File: config.mk
export PLATFORM = sky130hd
export DESIGN_NAME = mem_port_arbiter
export DESIGN_NICKNAME = d
export VERILOG_FILES = /design/src/rtl/mem_port_arbiter.sv
export SDC_FILE = /design/constraint.sdc
export NUM_CORES = 1
export LEC_CHECK = 0
export ABC_AREA = 0
export CORE_AREA = 3 3 107 109
export DETAILED_ROUTE_END_ITERATION = 12
export DIE_AREA = 0 0 110 112
export PLACE_DENSITY = 0.79
export SLEW_MARGIN = 20
export SYNTH_ARGS = -nofsm -noshare
export SYNTH_HDL_FRONTEND = slang
export SYNTH_SLANG_ARGS = --single-unit
export TNS_END_PERCENT = 50
File: constraint.sdc
create_clock -name clock -period 3 [get_ports clock]
set_clock_uncertainty 0.1 [all_clocks]
set_input_delay 0.6 -clock clock [delete_from_list [all_inputs] [get_ports clock]]
set_output_delay 0.6 -clock clock [all_outputs]
set_load 0.1 [all_outputs]
File: src/rtl/mem_port_arbiter.sv
`default_nettype none
// ============================================================================
// Module   : mem_port_arbiter
// Purpose  : Shares one DRAM port between IF and LSU, one transaction in flight,
//            routes responses back and forces an error response on timeout.
//            Define MEM_ARB_RR_EN for round-robin ties (default: LSU priority).
// Revision : 1.0 - initial release
// ============================================================================
module mem_port_arbiter #(
    parameter int ADDR_W      = 32,
    parameter int DATA_W      = 32,
    parameter int TIMEOUT_CYC = 16
) (
    input  logic              clock,
    input  logic              reset,
    input  logic              mem_en,
    input  logic              if_req_ip,
    input  logic [ADDR_W-1:0] if_addr_ip,
    output logic              if_gnt_op,
    output logic              if_rvalid_op,
    output logic [DATA_W-1:0] if_rdata_op,
    input  logic              lsu_req_ip,
    input  logic              lsu_we_ip,
    input  logic [3:0]        lsu_be_ip,
    input  logic [ADDR_W-1:0] lsu_addr_ip,
    input  logic [DATA_W-1:0] lsu_wdata_ip,
    output logic              lsu_gnt_op,
    output logic              lsu_rvalid_op,
    output logic [DATA_W-1:0] lsu_rdata_op,
    input  logic              mem_gnt_ip,
    output logic              mem_req_op,
    output logic              mem_we_op,
    output logic [3:0]        mem_be_op,
    output logic [ADDR_W-1:0] mem_addr_op,
    output logic [DATA_W-1:0] mem_wdata_op,
    input  logic              mem_rvalid_ip,
    input  logic [DATA_W-1:0] mem_rdata_ip,
    output logic              busy_op,
    output logic              err_op
);
    localparam int              CNT_W    = $clog2(TIMEOUT_CYC);
    localparam logic [CNT_W-1:0] CNT_LAST = CNT_W'(TIMEOUT_CYC - 1);
    localparam logic            OWN_LSU  = 1'b0;
    localparam logic            OWN_IF   = 1'b1;

    typedef enum logic [1:0] {
        ST_IDLE = 2'd0,
        ST_WAIT = 2'd1,
        ST_RESP = 2'd2
    } state_t;

    state_t            state_q, state_d;
    logic              owner_q, owner_d;
    logic              store_q, store_d;
    logic              err_q, err_d;
    logic [CNT_W-1:0]  cnt_q, cnt_d;
    logic [DATA_W-1:0] if_rdata_q, if_rdata_d;
    logic [DATA_W-1:0] lsu_rdata_q, lsu_rdata_d;
    logic              grant;
    logic              winner;
    logic [DATA_W-1:0] resp_data;

`ifdef MEM_ARB_RR_EN
    logic last_owner_q, last_owner_d;
    logic last_owner;
    // The retiring owner in RESP is already the most recent one for a same-cycle tie.
    assign last_owner = (state_q == ST_RESP) ? owner_q : last_owner_q;
`endif

    always_comb begin
        if (if_req_ip && lsu_req_ip) begin
`ifdef MEM_ARB_RR_EN
            winner = (last_owner == OWN_IF) ? OWN_LSU : OWN_IF;
`else
            winner = OWN_LSU;
`endif
        end else begin
            winner = if_req_ip ? OWN_IF : OWN_LSU;
        end
    end

    assign grant = mem_en && mem_gnt_ip && (if_req_ip || lsu_req_ip)
                   && (state_q != ST_WAIT) && !reset;

    // Stores return no data; a timed-out transaction returns zero.
    assign resp_data = (mem_rvalid_ip && !store_q) ? mem_rdata_ip : '0;

    always_comb begin
        state_d     = state_q;
        owner_d     = owner_q;
        store_d     = store_q;
        err_d       = err_q;
        cnt_d       = cnt_q;
        if_rdata_d  = if_rdata_q;
        lsu_rdata_d = lsu_rdata_q;
`ifdef MEM_ARB_RR_EN
        last_owner_d = last_owner_q;
`endif
        if_gnt_op    = 1'b0;
        lsu_gnt_op   = 1'b0;
        mem_req_op   = 1'b0;
        mem_we_op    = 1'b0;
        mem_be_op    = 4'h0;
        mem_addr_op  = '0;
        mem_wdata_op = '0;

        case (state_q)
            ST_WAIT: begin
                cnt_d = cnt_q + 1'b1;
                if (mem_rvalid_ip || (cnt_q == CNT_LAST)) begin
                    state_d = ST_RESP;
                    err_d   = !mem_rvalid_ip;
                    if (owner_q == OWN_IF) begin
                        if_rdata_d = resp_data;
                    end else begin
                        lsu_rdata_d = resp_data;
                    end
                end
            end
            ST_RESP: begin
                state_d = ST_IDLE;
`ifdef MEM_ARB_RR_EN
                last_owner_d = owner_q;
`endif
            end
            default: state_d = ST_IDLE;
        endcase

        if (grant) begin
            state_d    = ST_WAIT;
            owner_d    = winner;
            store_d    = (winner == OWN_LSU) && lsu_we_ip;
            err_d      = 1'b0;
            cnt_d      = '0;
            mem_req_op = 1'b1;
            if (winner == OWN_IF) begin
                if_gnt_op   = 1'b1;
                mem_be_op   = 4'hF;
                mem_addr_op = if_addr_ip;
            end else begin
                lsu_gnt_op   = 1'b1;
                mem_we_op    = lsu_we_ip;
                mem_be_op    = lsu_be_ip;
                mem_addr_op  = lsu_addr_ip;
                mem_wdata_op = lsu_wdata_ip;
            end
        end
    end

    always_ff @(posedge clock or posedge reset) begin
        if (reset) begin
            state_q     <= ST_IDLE;
            owner_q     <= OWN_LSU;
            store_q     <= 1'b0;
            err_q       <= 1'b0;
            cnt_q       <= '0;
            if_rdata_q  <= '0;
            lsu_rdata_q <= '0;
`ifdef MEM_ARB_RR_EN
            last_owner_q <= OWN_LSU;
`endif
        end else begin
            state_q     <= state_d;
            owner_q     <= owner_d;
            store_q     <= store_d;
            err_q       <= err_d;
            cnt_q       <= cnt_d;
            if_rdata_q  <= if_rdata_d;
            lsu_rdata_q <= lsu_rdata_d;
`ifdef MEM_ARB_RR_EN
            last_owner_q <= last_owner_d;
`endif
        end
    end

    assign if_rvalid_op  = (state_q == ST_RESP) && (owner_q == OWN_IF);
    assign lsu_rvalid_op = (state_q == ST_RESP) && (owner_q == OWN_LSU);
    assign if_rdata_op   = if_rdata_q;
    assign lsu_rdata_op  = lsu_rdata_q;
    assign busy_op       = (state_q == ST_WAIT);
    assign err_op        = (state_q == ST_RESP) && err_q;

endmodule
`default_nettype wire
==> results.toml <==
[detailed_routing]
via_per_inst = 5.161
drtIter0Drc = 319
routed-via-count = 3778
wire_per_inst_um = 19.74
routed_wirelength_um = 14450
dr.pass1.iters = 4
ant_nets = 0
drcViolationCount = 0

[placement]
post-dp-hpwl_um = 11280
port_buffers = 279
placedCellCount = 716
gp_congestion = 0.8174

[setup_path]
worstSetupStartpointType = "input pin"
r2r-start = "state_q[1]"
path_class = "in -> out"
crit_path_max_fanout = 34
crit_start = "mem_gnt_ip"
cpPeakStageDelay_ps = 470
crit_chain = "clkdlybuf4s50_1 -> nor2b_1 -> and3_1 -> buf_12 -> and3_1 -> buf_12"
reg2reg_to = "lsu_rdata_op[9]"
cp.required_ps = 2300
ff2ff_path_depth = 5
end_kind = "output pin"
cpMaxStageDelayCell = "clkdlybuf4s50_1"
worstPathArrival_ps = 2180
r2r_setup_slack_ps = 880

[cells_and_area]
layout-drive-gt1-share_pct = 32.09
layout_common_cells = "clkdlybuf4s50_1 (138), buf_12 (77), buf_4 (74)"
final_common_cell = "clkdlybuf4s50_1"
nets = 728
nFillCells = 793
stdcell_count = 732
insertedDiodeCount = 0
utilization_pct = 67.32
area_growth_pct = 109.1

[global_routing]
grt_pass1_vias = 3902
antenna_found_initial = 2
grt_first_pass_wirelength_um = 21770
grt_overflow = 0
grt_max_degree = 74
grt.total_usage_pct = 23.12

[synthesis]
ys_seq_elements = 73
seq_area_frac_synth_pct = 53.03
syn_avg_cell_area_um2 = 10.73
synth_fp_nets = 462
synth_cell_type_count = 35
netlist_area_mm2 = 0.003445
yosys_warnings = 0
syn_inst = 321

[clocking]
cts_root_buf = "clkbuf_8"
clockBufferDepth = 2
htreeDepth = 3
post-cts-setup-buffers = 0
cts_resized = 0
clk-insertion-delay-late_ps = 340
cts_made_buffers = 9
cts_sinks = 73
path_clk_slew_ps = 80
cts_tree = "built"
hold_buffers = 0

[min_path]
hold_end = "lsu_rdata_op[19]"
min_from = "lsu_rdata_op[19]"
min_path_cells = 1
hp-class = "reg -> reg"

[power_and_ir_drop]
powerDensity_mw_per_mm2 = 928.7
ir_drop_v = 0.001047
leakage_nw = 3.267

[timing]
rsz0062_at_grt = "no"
finalCritPeriodShare_pct = 96.14
finalHoldViolCount = 0
fmax_mhz = 346.7
maxSlewHeadroom_pct = 71.87
fin_crit_ps = 2884
max_slew.worst_pin.slew_ps = 421.9
slew_viol_final = 0
setup_violations = 0

[outcome]
status = "finished, final reports clean"

[die]
fp.dieW_um = 110
pin_count = 280
die-area_mm2 = 0.01232
die_h_um = 112
rows = 38
start_util_pct = 32.20
core_region_area_mm2 = 0.01070

[job]
maxCapViolCount = 0
sequential cells by signal, indices dropped and copies added, names as in the netlist:
signal and flops:
err_q 1, cnt_q 4, lsu_rdata_op 32, if_rdata_op 32
owner_q 1, state_q 2, store_q 1
where the power goes:
| group | leakage [nW] | internal (mW) | switching (mW) |
|---|---|---|---|
| Clock | 0.107 | 0.471 | 0.357 |
| Sequential | 0.953 | 1.36 | 0.250 |
| Combinational | 2.21 | 1.01 | 3.24 |
| Total | 3.27 | 2.84 | 3.85 |
routing by layer:
metal	routed length, um	track usage, %	vias to the layer above
met1	5340	26.99	1843
met5	34	0	-
met3	1329	7.246	15
met2	7565	40.37	179
met4	179	6.234	4
li1	-	-	1737
cells by family after synthesis:
kind of cell             synth area share, %
AO/OA/AOI/OAI                          26.26
XOR/XNOR                              0.2543
adder cells (fa/ha/maj)               0.3632
buffers and inverters                  5.593
flip-flops                             53.03
AND/OR/NAND/NOR                        14.49
how the worst max path moves through the flow:
| stage | to | slack (ps) |
|---|---|---|
| after global routing | mem_wdata_op[27] | 20 |
| after CTS | mem_wdata_op[25] | 120 |
| after floorplan | mem_addr_op[7] | -390 |
| final | mem_wdata_op[27] | 120 |
| after global placement | mem_wdata_op[2] | 170 |
| after detailed placement | mem_wdata_op[9] | 130 |
synthesized netlist by cell type (all sizes together):
cell | number | area (um^2)
and3 | 33 | 206.5
and3b | 2 | 17.52
nor3b | 1 | 7.510
o211ai | 1 | 7.510
nand3b | 2 | 15.01
nor2b | 2 | 12.51
inv | 5 | 18.76
clkbuf | 18 | 67.56
nand2b | 1 | 6.260
o32ai | 1 | 8.760
nor3 | 2 | 10.01
a22o | 64 | 560.5
nand3 | 3 | 15.01
a31o | 1 | 8.760
or3 | 2 | 12.51
nor2 | 40 | 150.1
and4 | 1 | 8.760
ha | 1 | 12.51
o22ai | 1 | 6.260
a41oi | 1 | 8.760
buf | 17 | 106.3
o21ai | 3 | 15.01
and2 | 1 | 6.260
a22oi | 32 | 240.2
a31oi | 1 | 6.260
nor4b | 1 | 23.77
a211oi | 1 | 7.510
xor2 | 1 | 8.760
dfrtp | 73 | 1827
a21oi | 7 | 35.03
nand2 | 2 | 7.510
final cells by class:
cell class	count	area, um^2	area share (%)
clock buffer	10	127.6	1.772
clock inverter	6	90.09	1.251
inverter	5	18.77	0.2606
multi-input combinational	208	1480	20.55
sequential	73	1827	25.36
tap	140	175.2	2.432
timing repair buffer	290	3483	48.37
critical path: cells and delay by family:
kind	cells	cell delay, ps
buffers and inverters	3	840
and+or+nand+nor	3	730
per-stage QoR:
stage          hold WS, ps  setup slack, ps  instance area (um^2)  total power [mW]  TNS (ps)
2_1_floorplan        388.9           -388.6                  3492             4.787     -7349
3_3_place_gp         390.4            173.0                  6984             5.827         0
3_5_place_dp         392.9            127.5                  6984             5.890         0
4_1_cts              415.0            115.6                  7202             6.739         0
5_1_grt              426.2            15.77                  7202             6.913         0
6_report             410.8            115.8                  7202             6.688         0
Power figures use the tool's default switching activity.
